File: src/rtl/fb_arb_pkg.sv
// Shared types and defaults for the frame-buffer SRAM arbiter.
// Master ids double as tag FIFO payload and grant index.
package fb_arb_pkg;

    typedef enum logic [1:0] {
        M_DISP = 2'd0,
        M_PIX  = 2'd1,
        M_CPU  = 2'd2
    } mid_e;

    typedef enum logic {
        ARB_FREE = 1'b0,
        ARB_HELD = 1'b1
    } arb_st_e;

    localparam int unsigned GRANT_MAX_DEF = 4;
    localparam int unsigned MAX_PEND_DEF  = 4;

    // Round-robin successor over the three masters.
    function automatic mid_e mid_next(input mid_e m);
        mid_e r;
        unique case (m)
            M_DISP:  r = M_PIX;
            M_PIX:   r = M_CPU;
            default: r = M_DISP;
        endcase
        return r;
    endfunction

endpackage

File: src/rtl/fb_arb_tag_fifo.sv
// In-order read tag FIFO: remembers which master owns each
// outstanding read so returning data can be steered back.
module fb_arb_tag_fifo #(
    parameter int unsigned DEPTH = 4,
    parameter int unsigned W     = 2
) (
    input  logic         clk_i,
    input  logic         rst_i,
    input  logic         push_i,
    input  logic [W-1:0] din_i,
    input  logic         pop_i,
    output logic         full_o,
    output logic         empty_o,
    output logic [W-1:0] head_o
);

    localparam int unsigned PW = (DEPTH > 1) ? $clog2(DEPTH) : 1;

    logic [W-1:0] mem_q [DEPTH];
    logic [PW-1:0] wp_q, rp_q;
    logic [PW:0] cnt_q;
    logic push_ok, pop_ok;

    assign full_o  = (cnt_q == (PW+1)'(DEPTH));
    assign empty_o = (cnt_q == '0);
    assign head_o  = mem_q[rp_q];
    assign push_ok = push_i & ~full_o;
    assign pop_ok  = pop_i & ~empty_o;

    // Pointers wrap naturally because DEPTH is a power of two.
    always_ff @(posedge clk_i or posedge rst_i) begin
        if (rst_i) begin
            wp_q  <= '0;
            rp_q  <= '0;
            cnt_q <= '0;
            for (int i = 0; i < DEPTH; i++) begin
                mem_q[i] <= '0;
            end
        end else begin
            if (push_ok) begin
                mem_q[wp_q] <= din_i;
                wp_q        <= wp_q + 1'b1;
            end
            if (pop_ok) begin
                rp_q <= rp_q + 1'b1;
            end
            if (push_ok && !pop_ok) begin
                cnt_q <= cnt_q + 1'b1;
            end else if (pop_ok && !push_ok) begin
                cnt_q <= cnt_q - 1'b1;
            end
        end
    end

endmodule

File: src/rtl/fb_sram_arbiter.sv
// Three-master Avalon-MM arbiter for the frame-buffer SRAM port:
// urgent display reads, short grant locks, round-robin fairness.
module fb_sram_arbiter
    import fb_arb_pkg::*;
#(
    parameter int unsigned AW        = 18,
    parameter int unsigned DW        = 16,
    parameter int unsigned GRANT_MAX = GRANT_MAX_DEF,
    parameter int unsigned MAX_PEND  = MAX_PEND_DEF
) (
    input  logic            sys_clk,
    input  logic            sys_rst,
    input  logic            m0_read,
    input  logic [AW-1:0]   m0_address,
    input  logic            m0_urgent,
    output logic            m0_waitrequest,
    output logic [DW-1:0]   m0_readdata,
    output logic            m0_readdatavalid,
    input  logic            m1_write,
    input  logic [AW-1:0]   m1_address,
    input  logic [DW-1:0]   m1_writedata,
    input  logic [DW/8-1:0] m1_byteenable,
    output logic            m1_waitrequest,
    input  logic            m2_read,
    input  logic            m2_write,
    input  logic [AW-1:0]   m2_address,
    input  logic [DW-1:0]   m2_writedata,
    input  logic [DW/8-1:0] m2_byteenable,
    output logic            m2_waitrequest,
    output logic [DW-1:0]   m2_readdata,
    output logic            m2_readdatavalid,
    output logic            s_read,
    output logic            s_write,
    output logic [AW-1:0]   s_address,
    output logic [DW-1:0]   s_writedata,
    output logic [DW/8-1:0] s_byteenable,
    input  logic            s_waitrequest,
    input  logic [DW-1:0]   s_readdata,
    input  logic            s_readdatavalid,
    output logic            rdv_err
);

    localparam int unsigned LW = $clog2(GRANT_MAX + 1);
    localparam logic [LW-1:0] LOCK_MAX = LW'(GRANT_MAX);

    logic [2:0] req, is_rd, elig;
    logic fifo_full, fifo_empty;
    logic [1:0] fifo_head;

    arb_st_e st_q, st_d;
    mid_e hold_id_q, hold_id_d;
    mid_e owner_q, owner_d;
    mid_e rr_q, rr_d;
    logic [LW-1:0] lock_q, lock_d;
    logic err_q, err_d;

    logic gnt_vld;
    mid_e gnt_id;
    logic gnt_req, gnt_rd, accept, rdv_pop;

    // M2 read+write together is treated as a read.
    assign req   = {m2_read | m2_write, m1_write, m0_read};
    assign is_rd = {m2_read, 1'b0, 1'b1};
    // No new read may be issued while every tag slot is in use.
    assign elig  = req & ~(is_rd & {3{fifo_full}});

    // Grant choice: frozen while held, else urgency, lock, round-robin.
    always_comb begin
        mid_e cand;
        gnt_vld = 1'b0;
        gnt_id  = M_DISP;
        cand    = rr_q;
        if (st_q == ARB_HELD) begin
            gnt_vld = 1'b1;
            gnt_id  = hold_id_q;
        end else if (elig[M_DISP] && m0_urgent) begin
            gnt_vld = 1'b1;
            gnt_id  = M_DISP;
        end else if (elig[owner_q] && (lock_q < LOCK_MAX)) begin
            gnt_vld = 1'b1;
            gnt_id  = owner_q;
        end else begin
            for (int k = 0; k < 3; k++) begin
                if (!gnt_vld && elig[cand]) begin
                    gnt_vld = 1'b1;
                    gnt_id  = cand;
                end
                cand = mid_next(cand);
            end
        end
        if (sys_rst) begin
            gnt_vld = 1'b0;
        end
    end

    assign gnt_req = gnt_vld & req[gnt_id];
    assign gnt_rd  = is_rd[gnt_id];
    assign accept  = gnt_req & ~s_waitrequest;

    // Forward the granted master's request onto the slave port.
    always_comb begin
        s_address    = m0_address;
        s_writedata  = '0;
        s_byteenable = '1;
        unique case (gnt_id)
            M_DISP: begin
                s_address    = m0_address;
                s_writedata  = '0;
                s_byteenable = '1;
            end
            M_PIX: begin
                s_address    = m1_address;
                s_writedata  = m1_writedata;
                s_byteenable = m1_byteenable;
            end
            default: begin
                s_address    = m2_address;
                s_writedata  = m2_writedata;
                s_byteenable = m2_byteenable;
            end
        endcase
        s_read  = gnt_req & gnt_rd;
        s_write = gnt_req & ~gnt_rd;
    end

    assign m0_waitrequest = (gnt_vld && gnt_id == M_DISP) ? s_waitrequest : 1'b1;
    assign m1_waitrequest = (gnt_vld && gnt_id == M_PIX) ? s_waitrequest : 1'b1;
    assign m2_waitrequest = (gnt_vld && gnt_id == M_CPU) ? s_waitrequest : 1'b1;

    // Next-state for hold, ownership, lock run and rr pointer.
    always_comb begin
        st_d      = st_q;
        hold_id_d = hold_id_q;
        owner_d   = owner_q;
        rr_d      = rr_q;
        lock_d    = lock_q;
        err_d     = err_q;
        if (accept) begin
            st_d    = ARB_FREE;
            owner_d = gnt_id;
            // A regrant after an exhausted run starts a fresh run.
            if (gnt_id == owner_q && lock_q != LOCK_MAX) begin
                lock_d = lock_q + 1'b1;
            end else begin
                lock_d = LW'(1);
            end
            if (gnt_id != owner_q || lock_d == LOCK_MAX) begin
                rr_d = mid_next(gnt_id);
            end
        end else if (gnt_req) begin
            st_d      = ARB_HELD;
            hold_id_d = gnt_id;
        end
        if (s_readdatavalid && fifo_empty) begin
            err_d = 1'b1;
        end
    end

    // Arbiter state registers.
    always_ff @(posedge sys_clk or posedge sys_rst) begin
        if (sys_rst) begin
            st_q      <= ARB_FREE;
            hold_id_q <= M_DISP;
            owner_q   <= M_DISP;
            rr_q      <= M_DISP;
            lock_q    <= '0;
            err_q     <= 1'b0;
        end else begin
            st_q      <= st_d;
            hold_id_q <= hold_id_d;
            owner_q   <= owner_d;
            rr_q      <= rr_d;
            lock_q    <= lock_d;
            err_q     <= err_d;
        end
    end

    fb_arb_tag_fifo #(
        .DEPTH (MAX_PEND),
        .W     (2)
    ) u_tags (
        .clk_i   (sys_clk),
        .rst_i   (sys_rst),
        .push_i  (accept & gnt_rd),
        .din_i   (gnt_id),
        .pop_i   (s_readdatavalid),
        .full_o  (fifo_full),
        .empty_o (fifo_empty),
        .head_o  (fifo_head)
    );

    assign rdv_pop = s_readdatavalid & ~fifo_empty;

    assign m0_readdatavalid = rdv_pop & (fifo_head == M_DISP);
    assign m2_readdatavalid = rdv_pop & (fifo_head == M_CPU);
    assign m0_readdata      = s_readdata;
    assign m2_readdata      = s_readdata;
    assign rdv_err          = err_q;

endmodule

File: config.mk
export PLATFORM = sky130hd
export DESIGN_NAME = fb_sram_arbiter
export DESIGN_NICKNAME = d
export VERILOG_FILES = /design/src/rtl/fb_arb_pkg.sv /design/src/rtl/fb_arb_tag_fifo.sv /design/src/rtl/fb_sram_arbiter.sv
export SDC_FILE = /design/constraint.sdc
export NUM_CORES = 1
export LEC_CHECK = 0
export BUFFER_PORTS_ARGS = -buffer_cell sky130_fd_sc_hd__buf_2
export CORE_MARGIN = 2
export CORE_UTILIZATION = 30
export DETAILED_ROUTE_END_ITERATION = 10
export GPL_ROUTABILITY_DRIVEN = 0
export GPL_TIMING_DRIVEN = 1
export PLACE_DENSITY = 0.65
export SYNTH_ARGS = -nofsm -noshare
export SYNTH_HDL_FRONTEND = slang
export SYNTH_HIERARCHICAL = 1
export SYNTH_SLANG_ARGS = --single-unit
export TNS_END_PERCENT = 10
File: constraint.sdc
create_clock -name sys_clk -period 3.4 [get_ports sys_clk]
set_input_delay 0.34 -clock sys_clk [delete_from_list [all_inputs] [get_ports sys_clk]]
set_output_delay 0.34 -clock sys_clk [all_outputs]
set_load 0.01 [all_outputs]
==> Word-level counts from Yosys, hierarchy flattened <==
Index checks and enable logic that the tools add are counted.
{ "totals": {"regBits": 26, "word_cells": 141, "in_bits": 115, "out_inout_bits": 76} }
{ "classes": {"order_cmp": 9, "add_sub_neg": 5, "n_mux": 58, "reduce_logical": 26, "bitwise": 20, "eq_ne": 10} }
{ "ops": {"columns": ["op", "count"], "rows": [
  ["$pmux 18 s2", 1],
  ["$pmux 16 s2", 1],
  ["$mux 2", 15],
  ["$mux 1", 24],
  ["$pmux 2 s2", 4],
  ["$lt 2x3->1 const B", 5],
  ["$bmux 1 s2", 6],
  ["$logic_and 1x1->1", 12],
  ["$mux 3", 4],
  ["$and 1x1->1", 9],
  ["$bwmux 8", 1],
  ["$logic_not 2->1", 4],
  ["$add 3x1->3 const B", 2],
  ["$and 3x3->3", 2],
  ["$eq 2x1->1 const B", 3],
  ["$eq 3x3->1 const B", 2],
  ["$ge 3x3->1 const B", 2],
  ["$not 2->3", 2],
  ["$not 1->1", 5],
  ["$add 2x1->2 const B", 2],
  ["$bmux 2 s2", 1],
  ["$demux 2 s2", 1],
  ["$eq 2x2->1 const B", 2],
  ["$logic_not 1->1", 4],
  ["12 further kinds", 14]
]} }

==> Logic depth before layout (Yosys ltp) <==
Gate-level depths: netlist (run 1).
{ "logic_depth": {"ltp_word": 33, "depth_mapped": 16, "mapped_depth_nobuf": 16} }

==> Cells and area by module <==
Netlist (run 1), hierarchy kept.
{ "modules_own_cells": {"columns": ["module", "n_inst", "seq_area_each_um2", "cells_per_inst", "area_each_um2"], "rows": [
  ["fb_sram_arbiter", 1, 275.3, 280, 1796.7],
  ["fb_arb_tag_fifo", 1, 375.4, 57, 763.2]
]} }

==> Least setup slack after synthesis (run 1) <==
Ideal clock, no wire load.
{ "synth_path": {"path_kind": "flip-flop to flip-flop", "start": "register u_tags.cnt_q[1]", "end": "register u_tags.cnt_q[2]", "required_time_ns": 3.321, "synth_period_minus_slack_ns": 3.754, "slack_ns": -0.354, "arrival_ns": 3.675, "stages_incl_launch_ff": 16, "setup_time_ns": 0.079, "n_path_buf": 0, "cell_sequence": "dfrtp_1 > nor3b_4 > and2b_4 > a22o_1 > o21ai_1 > o21ai_4 > a2111oi_4 > a22oi_4 > nor3_1 > nor2b_2 > ha_1 > inv_1 > fa_1 > xor2_1 > nor2_1 > xor2_1"} }
{ "synth_via": {"elab_chain_cells": 31, "word_cells_on_any_way": 58, "cone_classes": "2 x add/sub; 1 x eq/ne; 33 x mux; 10 x bitwise; 12 x reduce/logical"} }
{ "synth_lines": {"columns": ["item", "line", "text"], "rows": [
  ["start: declaration", "fb_arb_tag_fifo.sv:21", "logic [PW:0] cnt_q;"],
  ["start signal: assignment", "fb_arb_tag_fifo.sv:48", "cnt_q <= cnt_q + 1'b1;"],
  ["start signal: assignment", "fb_arb_tag_fifo.sv:50", "cnt_q <= cnt_q - 1'b1;"],
  ["$eq 3x3->1 *", "fb_arb_tag_fifo.sv:24", "assign full_o = (cnt_q == (PW+1)'(DEPTH));"],
  ["net fifo_full", "fb_sram_arbiter.sv:47", "logic fifo_full, fifo_empty;"],
  ["$and 3x3->3", "fb_sram_arbiter.sv:65", "assign elig = req & ~(is_rd & {3{fifo_full}});"],
  ["$not 3->3", "fb_sram_arbiter.sv:65", null],
  ["$and 3x3->3", "fb_sram_arbiter.sv:65", null],
  ["$bmux 1 s2", "fb_sram_arbiter.sv:84", "if (!gnt_vld && elig[cand]) begin"],
  ["$mux 1 (not written as such)", "fb_sram_arbiter.sv:84", null],
  ["$mux 1", "fb_sram_arbiter.sv:84", null],
  ["[17 not listed]", null, null],
  ["$and 1x1->1", "fb_sram_arbiter.sv:96", "assign gnt_req = gnt_vld & req[gnt_id];"],
  ["$and 1x1->1", "fb_sram_arbiter.sv:98", "assign accept = gnt_req & ~s_waitrequest;"],
  ["$and 1x1->1", "fb_sram_arbiter.sv:184", ".push_i (accept & gnt_rd),"],
  ["$and 1x1->1 *", "fb_arb_tag_fifo.sv:27", "assign push_ok = push_i & ~full_o;"],
  ["net u_tags.push_ok", "fb_arb_tag_fifo.sv:22", "logic push_ok, pop_ok;"],
  ["$logic_not 1->1", "fb_arb_tag_fifo.sv:49", "end else if (pop_ok && !push_ok) begin"],
  ["$logic_and 1x1->1", "fb_arb_tag_fifo.sv:49", null],
  ["$reduce_bool 2->1 (no line)", null, null]
]} }
The timed path passes the listed nets; every way through them passes the cells marked *. The select of a mux whose other input is x is not followed.
A chain may end at the register's enable or synchronous reset.

==> Worst setup path after layout (run 1) <==
Ends and elaborated chain as after synthesis.

==> metrics.txt, run 1 <==
vias in the first global route=2626; critical path launch point type=register; Vias/cell=4.81; Comb pwr share=75.8%; cell area after placement=3250 µm²; setup TNS=0 ns; design area=3340 µm²; Final setup viols=0; clock network fraction of design power=7.1%; final WL=7340 µm; core area=8260 µm²; Reg power frac=17.1%; GRT Util Overall=16.2%; # Max-Cap Violations=0; CP Data Required Time=3.60 ns; antenna cells=0; commonest non-fill, non-tap cell in the layout=buf_2; Post-Syn Instances=337; mapped cell area=2560 µm²; syn nets=460; Die X=96.4 µm; Final period util=97.2%; Buffers on Ports=142; register area share after synthesis=25.4%; CTS tree=built; Yosys top cell by area=dfrtp_1; initial DRC count=106; Cell variety after synth=55; Inserted Clock Buffers=3; initial core utilization=31.0%; initial antenna violation count=0; grt ovf=0; WS Path Type=reg -> reg; yosys warns=6; register bit count reported by yosys=26; top cell type's share of synthesized area=25.4%; area grow syn2layout=30.6%; final hold vios=0; layout cells sized above 1=44.2%; CTS sink cnt=26; compound-gate portion of the synthesized area=19.6%; Syn Area/Cell=7.60 µm²; largest net degree at the start of global routing=46; post-synthesis simple-gate area fraction=25.8%; VDD IR max=446 µV; sw power=1.83 mW; fmax=0.302 GHz; Switching Share=50.9%; Int Pwr=1.76 mW; WHS=0.105 ns; Hold Path Class=in -> async; Rel. slew slack=60.0%; detailed-route wire length per cell=13.2 µm; htree depth=1; nets@finish=576; mux contribution to synthesized area=7.77%; EDFF count, synth=0; largest family of logic cells by synthesized area=simple AND/OR/NAND/NOR gates; leakage=1.70 nW; actual slew at the worst max-slew pin=0.600 ns; Synth Area in XOR/XNOR=3.32%; Root Driver=clkbuf_8; top post-synthesis cells by area=dfrtp_1, nand2_1, buf_4; crit path time final=3.31 ns; reg-to-reg slack, setup=0.09 ns; Die Area=9290 µm²; die extent in y=96.4 µm; Most used DFF post-synth=dfrtp_1; Final Max Slew Viols=0; Arr. time, crit path=3.51 ns; most frequent cells in the layout=buf_2, nand2_1, nor2_1; Longest Clk Path Bufs=2; first-pass GRT wire length=12100 µm; async set or reset register ratio after synthesis=100%; unrepaired setup endpoints after global routing=yes; final setup skew=0.00994 ns; Critical Path Fanout Max=5; PD cells=1070 nW/µm²; # DRC=0; adder-cell area share of the yosys netlist=4.20%; Clk pin slew, worst setup/hold paths=0.10 ns; Rows=33; Ports=191; via count=2679; Setup crit end kind=register; clk_lat worst skew=0.27 ns; CTS Hold Buffers Added=0; status=complete, no violations; Pre-antenna DRT Iters=4; Detail Placement HPWL=5850 µm; antenna viol nets, final=0
registers in the layout, indices dropped and copies added, names as in the netlist:
signal	flops
owner_q	2
u_tags/cnt_q	3
u_tags/mem_q	8
rdv_err	1
rr_q	2
u_tags/rp_q	2
lock_q	3
st_q	1
hold_id_q	2
u_tags/wp_q	2
cell type report:
class	count	area (µm²)
Inverter	12	47.5
Timing Repair Buffer	159	841
Multi-Input combinational cell	251	1600
Clock buffer	3	41.3
Tap cell	105	131
Sequential cell	26	652
Clock inverter	1	30.0
Fill cell	855	4910
metrics by stage:
| step | worst slack, ns | cells | power, mW | util [%] |
|---|---|---|---|---|
| 3_5_place_dp | 0.0374 | 551 | 3.31 | 39.3 |
| 6_report | 0.0937 | 557 | 3.59 | 40.5 |
| 4_1_cts | 0.00490 | 555 | 3.59 | 40.2 |
| 5_1_grt | -0.0630 | 557 | 3.93 | 40.5 |
| 2_1_floorplan | -0.177 | 337 | 2.44 | - |
| 3_3_place_gp | 0.106 | 551 | 3.26 | 39.3 |
path summary, 6_finish.rpt:
check / start / endpoint / cells past startpoint
setup / recovery: u_tags/cnt_q[1] / u_tags/cnt_q[2] / 15
hold / removal: sys_rst / rdv_err / 3
setup reg to reg: u_tags/cnt_q[1] / u_tags/cnt_q[2] / 15
hold reg to reg: rdv_err / rdv_err / 1
max in group asynchronous: sys_rst / u_tags/cnt_q[0] / 2
min in group sys_clk: s_readdatavalid / rdv_err / 2
critical path: stages (launching register included):
cell and delay, ns:
dfrtp_1 0.42, nor3b_4 0.26, and2b_4 0.24, a22o_1 0.21
o21ai_2 0.21, o21ai_4 0.12, a2111oi_4 0.40, a22oi_4 0.14
nor3_4 0.14, nor2b_4 0.19, ha_4 0.15, inv_2 0.04
fa_2 0.32, xor2_1 0.14, nor2_1 0.11, xor2_1 0.16
synthesized netlist by cell type (2+ instances only):
cell and count:
nand3_1 2, buf_4 32, mux2i_1 3, o22ai_1 2, a21oi_1 5, o21ai_0 20, buf_1 2, mux2_2 11
nand2_1 86, mux4_2 2, buf_2 6, nor2b_1 2, clkbuf_1 8, inv_1 10, xor2_1 2, nor3b_4 2
a21o_1 3, a31oi_1 21, xnor2_2 2, nand4_1 3, dfrtp_1 26, ha_1 7, nor2_1 37, nor3_1 4
nand2b_1 4, a22o_1 3, xnor2_1 4
power groups by stage:
stage | combinational [mW] | clock, mW | sequential (mW)
after floorplan | 1.88 | 0 | 0.568
after global placement | 2.65 | 0 | 0.610
after detailed placement | 2.69 | 0 | 0.619
after CTS | 2.71 | 0.262 | 0.614
after global routing | 3.02 | 0.274 | 0.638
final | 2.72 | 0.255 | 0.615
routing by layer:
layer | track usage (%) | part of all wire (%) | up-vias
met1 | 20.8 | 44 | 1216
met2 | 27.7 | 47 | 118
met5 | 0 | 0 | -
li1 | - | - | 1337
met4 | 4.23 | 0.83 | 0
met3 | 3.49 | 8.1 | 8
logic make-up after synthesis:
family / count (synthesis)
xor gates and xnor gates: 8
and+or+nand+nor: 149
adders and majority gates: 8
muxes: 16
buffers and inverters: 60
DFF: 26
AOI/OAI and AO/OA: 70
what timing repair did:
action / CTS / global route
buffers inserted: 0 / 2
resized for setup: 0 / 4
endpoints found under the setup margin: 0 / 4
Power figures use the tool's default switching activity.
==> run 2, diff against run 1 <==
CELL_PAD_IN_SITES_DETAIL_PLACEMENT = 0   (was default)
CELL_PAD_IN_SITES_GLOBAL_PLACEMENT = 2   (was default)
CORE_UTILIZATION = 19   (was 30)
CTS_BUF_LIST = sky130_fd_sc_hd__clkbuf_4 sky130_fd_sc_hd__clkbuf_8   (was default)
PLACE_DENSITY = default   (was 0.65)
PLACE_DENSITY_LB_ADDON = 0.1   (was default)
SYNTH_HIERARCHICAL = default   (was 1)
==> run 2 against run 1 <==
Combinational power shrank 25%. Worst setup slack gained 0.14 ns. Via count shrank 8.9%. Clock-buffer cell count is the same. Register-to-register slack gained 0.18 ns. First-iteration DRC count shrank 1.9%.
==> metrics.txt, run 2 <==
status=complete, no violations (unchanged); Vias/cell=4.30 (was 4.81); clk_lat worst skew=0.27 ns (about the same); CP max stage cell=dfrtp_1 (unchanged); detailed-route wire length per cell=14.1 µm (was 13.2 µm); Rows=41 (was 33); antenna viol nets, final=0 (unchanged); design area=3290 µm² (was 3340 µm²); layout cells sized above 1=44.4% (was 44.2%); top cell type's share of synthesized area=26.2% (was 25.4%); CTS sink cnt=26 (unchanged); antenna cells=0 (unchanged); crit path time final=3.17 ns (was 3.31 ns); Post-Syn Instances=285 (was 337); Final Power=2.85 mW (was 3.59 mW); Critical Path Fanout Max=25 (was 5); Final period util=93.1% (was 97.2%); nets@finish=520 (was 576); count leader, synth=nand2_1 (unchanged); fmax=0.316 GHz (was 0.302 GHz); PD cells=865 nW/µm² (was 1070 nW/µm²); CP Data Required Time=3.06 ns (was 3.60 ns); most frequent cells in the layout=buf_2, nand2_1, o21ai_0, dfrtp_1, mux2i_1 (was buf_2, nand2_1, nor2_1); register area share after synthesis=26.2% (was 25.4%); commonest non-fill, non-tap cell in the layout=buf_2 (unchanged); setup TNS=0 ns (unchanged); Yosys top cell by area=dfrtp_1 (unchanged); unrepaired setup endpoints after global routing=no (was yes); Setup Fix Bufs, Post-CTS=0 (unchanged); leakage=1.67 nW (was 1.70 nW); register bit count reported by yosys=26 (unchanged); Final Max Slew Viols=0 (unchanged); htree depth=1 (unchanged); core area=12700 µm² (was 8260 µm²); vias in the first global route=2381 (was 2626); Detail Placement HPWL=6510 µm (was 5850 µm); pre-CTS setup slack=0.135 ns (was 0.0374 ns); final worst slack=0.233 ns (was 0.0937 ns); initial antenna violation count=0 (unchanged); final setup skew=0.00167 ns (was 0.00994 ns); Rel. slew slack=30.2% (was 60.0%); WS Path Type=reg -> out (was reg -> reg); FF-to-FF path depth=10 (was 15); async set or reset register ratio after synthesis=100% (unchanged); Setup crit end kind=output pin (was register); # DRC=0 (unchanged); CTS tree=built (unchanged); syn nets=408 (was 460); top post-synthesis cells by area=dfrtp_1, buf_4, mux2i_1 (was dfrtp_1, nand2_1, buf_4); Cell variety after synth=54 (was 55); first-pass GRT wire length=12600 µm (was 12100 µm); WHS=0.273 ns (was 0.105 ns); Cell Count, Final, Fillers Out=568 (was 557); via count=2440 (was 2679); GRT Util Overall=11.1% (was 16.2%); mapped cell area=2480 µm² (was 2560 µm²); Final setup viols=0 (unchanged); grt ovf=0 (unchanged); Hold Startpoint=s_readdatavalid; Ports=191 (unchanged); DP Cell Count=564 (was 551); largest net degree at the start of global routing=38 (was 46); Hold Path Class=in -> reg (was in -> async); Reg with most FFs=u_tags.mem_q (was u_tags/mem_q); # Max-Cap Violations=0 (unchanged); Inserted Clock Buffers=3 (unchanged); Most used DFF post-synth=dfrtp_1 (unchanged); initial core utilization=19.6% (was 31.0%); VDD IR max=307 µV (was 446 µV); initial DRC count=104 (was 106); Die X=118 µm (was 96.4 µm); actual slew at the worst max-slew pin=1.05 ns (was 0.600 ns); reg-to-reg slack, setup=0.27 ns (was 0.09 ns); Pre-antenna DRT Iters=4 (unchanged); Clk pin slew, worst setup/hold paths=0.10 ns (about the same); cell area after placement=3200 µm² (was 3250 µm²); crit path cell chain=and4bb_1, o32a_1, o211ai_1, o211a_1, buf_6, nor2_1, buf_4, a22o_1, buf_2 (was nor3b_4, and2b_4, a22o_1, o21ai_2, o21ai_4, a2111oi_4, a22oi_4, nor3_4, nor2b_4, ha_4, inv_2, fa_2, xor2_1, nor2_1, xor2_1); die extent in y=118 µm (was 96.4 µm); commonest cells in the netlist=nand2_1, buf_4, dfrtp_1, o21ai_0, mux2i_1 (was nand2_1, nor2_1, buf_4, dfrtp_1, a31oi_1); critical path launch point type=register (unchanged); Arr. time, crit path=2.83 ns (was 3.51 ns); max reg flops=8 (unchanged); final hold vios=0 (unchanged); Syn Area/Cell=8.70 µm² (was 7.60 µm²); Hold EP=rdv_err; Worst R2R Start=u_tags.cnt_q[1] (was u_tags/cnt_q[1]); fill count=1395 (was 855); post-layout util=26.0% (was 40.5%); yosys warns=0 (was 6); Root Driver=clkbuf_8 (unchanged); Top Registers=u_tags.mem_q x8, lock_q x3, u_tags.cnt_q x3 (was u_tags/mem_q x8, lock_q x3, u_tags/cnt_q x3); hold-critical path depth=2; Critical R2R Capture=u_tags.cnt_q[1] (was u_tags/cnt_q[2]); CP max stage delay=0.46 ns (was 0.42 ns); Buffers on Ports=142 (unchanged); final WL=7980 µm (was 7340 µm); area grow syn2layout=32.8% (was 30.6%); Longest Clk Path Bufs=2 (unchanged); Die Area=14000 µm² (was 9290 µm²); EDFF count, synth=0 (unchanged)
run 2: worst max-delay path, delay by kind of cell (launching register included):
family	cells	cell delay (ns)
AOI/OAI and AO/OA	4	1.00
buffers and inverters	3	0.64
DFF	1	0.46
and+or+nand+nor	2	0.43
run 2: worst max-delay path by stage:
stage                         start         endpoint  slack, ns  cells after the start
floorplan           u_tags.cnt_q[0]  u_tags.cnt_q[1]       0.18                     12
global placement    u_tags.cnt_q[1]  u_tags.cnt_q[1]       0.17                     10
detailed placement  u_tags.cnt_q[1]  u_tags.cnt_q[1]       0.13                      9
CTS                 u_tags.cnt_q[1]          s_write       0.01                     10
global route        u_tags.cnt_q[1]          s_write       0.01                     10
finish              u_tags.cnt_q[1]  s_writedata[12]       0.23                      9
run 2: logic make-up (layout without fill, tap and decap cells):
logic type / after synthesis / in the layout / share of synthesized area [%]
AOI/OAI and AO/OA: 78 / 78 / 23.4
xor gates and xnor gates: 6 / 6 / 2.12
adders and majority gates: 8 / 8 / 4.34
buffers and inverters: 57 / 168 / 13.8
DFF: 26 / 26 / 26.2
muxes: 31 / 31 / 14.4
and+or+nand+nor: 79 / 79 / 15.7
run 2: area by class of cell:
class / count / area (µm²) / area share, %
multi-input combinational: 202 / 1500 / 45.7
clock buffer: 3 / 41.3 / 1.25
timing repair buffer: 154 / 812 / 24.7
tap: 172 / 215 / 6.54
sequential: 26 / 651 / 19.8
inverter: 10 / 37.5 / 1.14
clock inverter: 1 / 30.0 / 0.913
run 2: power by group:
group          total, mW  internal, mW  switching (mW)
sequential         0.546         0.428           0.118
combinational       2.03         0.907            1.13
clock              0.265         0.158           0.108
total               2.85          1.49            1.35
run 2: routing by layer:
layer | track usage, % | up-vias | wire, µm
met5 | 0 | - | 0
met4 | 2.26 | 0 | 55
met3 | 2.61 | 2 | 562
met2 | 19.7 | 110 | 3990
met1 | 13.7 | 1114 | 3380
li1 | - | 1214 | -
run 2: timing repair:
action                                  CTS  global route
hold buffers                              0             0
endpoints found under the setup margin   21            37
gates resized for setup                   1             5
gates cloned                              0             0
pin swaps                                 0             1
==> run 3, diff against run 2 <==
==> constraint.sdc (replaced) <==
create_clock -name sys_clk -period 3.4 [get_ports sys_clk]
set_input_delay 0.68 -clock sys_clk [delete_from_list [all_inputs] [get_ports sys_clk]]
set_output_delay 0.68 -clock sys_clk [all_outputs]
set_load 0.01 [all_outputs]
==> run 3 against run 2 <==
Hold slack better by 0.19 ns. Sequential cell count unchanged. Routed wire length up 5.9%. Sequential power about the same. Largest power group unchanged. Critical path type unchanged.
==> metrics.txt, run 3 (synthesized netlist as in run 2, its figures left out) <==
Vias/cell=4.26 (was 4.30); detailed-route wire length per cell=14.2 µm (was 14.1 µm); die extent in y=118 µm (unchanged); initial antenna violation count=0 (unchanged); # DRC=0 (unchanged); pre-CTS setup slack=0.00976 ns (was 0.135 ns); initial core utilization=19.6% (unchanged); area grow syn2layout=43.4% (was 32.8%); nets@finish=549 (was 520); M2 GR Usage=20.4% (was 19.7%); crit path to=s_write (was s_writedata[12]); antenna cells=0 (unchanged); Final setup viols=0 (unchanged); PD cells=895 nW/µm² (was 865 nW/µm²); layout cells sized above 1=49.6% (was 44.4%); Final period util=96.9% (was 93.1%); Die X=118 µm (unchanged); CTS tree=built (unchanged); Setup crit end kind=output pin (unchanged); Final Max Slew Viols=0 (unchanged); Pre-antenna DRT Iters=4 (unchanged); Top Registers=u_tags.mem_q x8, lock_q x3, u_tags.cnt_q x3 (unchanged); met3 Resource Use GR=2.85% (was 2.61%); Reg with most FFs=u_tags.mem_q (unchanged); clk_lat worst skew=0.28 ns (was 0.27 ns); FF-to-FF path depth=11 (was 10); Rows=41 (unchanged); via count=2542 (was 2440); Hold Startpoint=rdv_err (was s_readdatavalid); fmax=0.304 GHz (was 0.316 GHz); CTS sink cnt=26 (unchanged); global routing usage on met1=15.0% (was 13.7%); crit path time final=3.29 ns (was 3.17 ns); Clk pin slew, worst setup/hold paths=0.10 ns (about the same); Critical R2R Capture=u_tags.cnt_q[1] (unchanged); family with the most delay on the worst path=simple AND/OR/NAND/NOR gates (was compound AO/OA/AOI/OAI gates); reg-to-reg slack, setup=0.14 ns (was 0.27 ns); GRT Util Overall=11.8% (was 11.1%); Critical Path Fanout Max=6 (was 25); status=complete, no violations (unchanged); Arr. time, crit path=2.61 ns (was 2.83 ns); final setup skew=0.00512 ns (was 0.00167 ns); Hold Path Class=reg -> reg (was in -> reg); Worst R2R Start=u_tags.cnt_q[1] (unchanged); VDD IR max=271 µV (was 307 µV); final WL=8460 µm (was 7980 µm); final hold vios=0 (unchanged); Buffers on Ports=142 (unchanged); htree depth=1 (unchanged); first-pass GRT wire length=13500 µm (was 12600 µm); Final Power=3.18 mW (was 2.85 mW); # Max-Cap Violations=0 (unchanged); Root Driver=clkbuf_8 (unchanged); WS Path Type=reg -> out (unchanged); commonest non-fill, non-tap cell in the layout=buf_2 (unchanged); Buf/Inv on CP=2 (was 3); Die Area=14000 µm² (unchanged); grt ovf=0 (unchanged); max reg flops=8 (unchanged); final worst slack=0.106 ns (was 0.233 ns); critical path launch point type=register (unchanged); core area=12700 µm² (unchanged); actual slew at the worst max-slew pin=1.04 ns (was 1.05 ns); Inserted Clock Buffers=3 (unchanged); Ports=191 (unchanged); busiest grt layer=met2 (unchanged); crit path from=u_tags.cnt_q[1] (unchanged); unrepaired setup endpoints after global routing=yes (was no); crit path cell chain=buf_4, and4bb_4, o32a_1, o211ai_1, o211a_1, nor3b_2, or2_1, nand2_2, a21oi_1, buf_2 (was and4bb_1, o32a_1, o211ai_1, o211a_1, buf_6, nor2_1, buf_4, a22o_1, buf_2); antenna viol nets, final=0 (unchanged); CP Data Required Time=2.72 ns (was 3.06 ns); Rel. slew slack=30.6% (was 30.2%); largest net degree at the start of global routing=32 (was 38); Detail Placement HPWL=7040 µm (was 6510 µm); CP max stage delay=0.39 ns (was 0.46 ns); initial DRC count=92 (was 104); vias in the first global route=2570 (was 2381); leakage=1.82 nW (was 1.67 nW); Crit path depth=10 (was 9); most frequent cells in the layout=buf_2, nand2_1, buf_4 (was buf_2, nand2_1, o21ai_0, dfrtp_1, mux2i_1); fill count=1422 (was 1395); CP max stage cell=dfrtp_1 (unchanged); Longest Clk Path Bufs=2 (unchanged)
==> run 3: changes by cell type in the layout (fill, tap and decap cells not counted), sizes merged <==
cell and delta:
buf +29
==> run 3: worst min-delay path by stage <==
stage / end / slack (ns) / cells past startpoint
finish: rdv_err / 0.47 / 1
global route: rdv_err / 0.51 / 1
CTS: rdv_err / 0.47 / 1
floorplan: u_tags.mem_q[2] / 0.45 / 1
global placement: rdv_err / 0.44 / 1
detailed placement: rdv_err / 0.45 / 1
==> run 3: power breakdown <==
part,internal [mW],switching [mW]
registers,0.429,0.118
logic,1.14,1.23
clock network,0.158,0.105
total,1.73,1.45
==> run 3: per-layer routing <==
layer	wire length, µm	vias to the layer above
met4	102	0
met2	4050	114
met3	613	9
met5	0	-
li1	-	1271
met1	3690	1148
==> run 3: final cells by class <==
type,count,area (µm²),share of cell area [%]
Multi-Input combinational cell,202,1520,42.9
Clock buffer,3,41.3,1.16
Tap cell,172,215,6.06
Sequential cell,26,652,18.3
Timing Repair Buffer,183,1050,29.6
Clock inverter,1,30.0,0.845
Inverter,10,37.5,1.06
==> run 3: what timing repair did <==
action,CTS,global route
endpoints found under the setup margin,29,42
pin swaps,0,13
setup buffers,0,8
cloned,0,0
hold buffers,0,0
gates resized for setup,3,18
==> run 3: through the flow <==
step,hold slack [ns],TNS (ns),cells,utilization [%],area [µm²]
global placement,0.437,0,585,26.6,3370
global route,0.507,-0.0157,597,28.0,3550
floorplan,0.448,0,285,-,2480
detailed placement,0.449,0,585,26.6,3370
finish,0.465,0,597,28.0,3550
CTS,0.470,-0.00826,589,27.2,3450
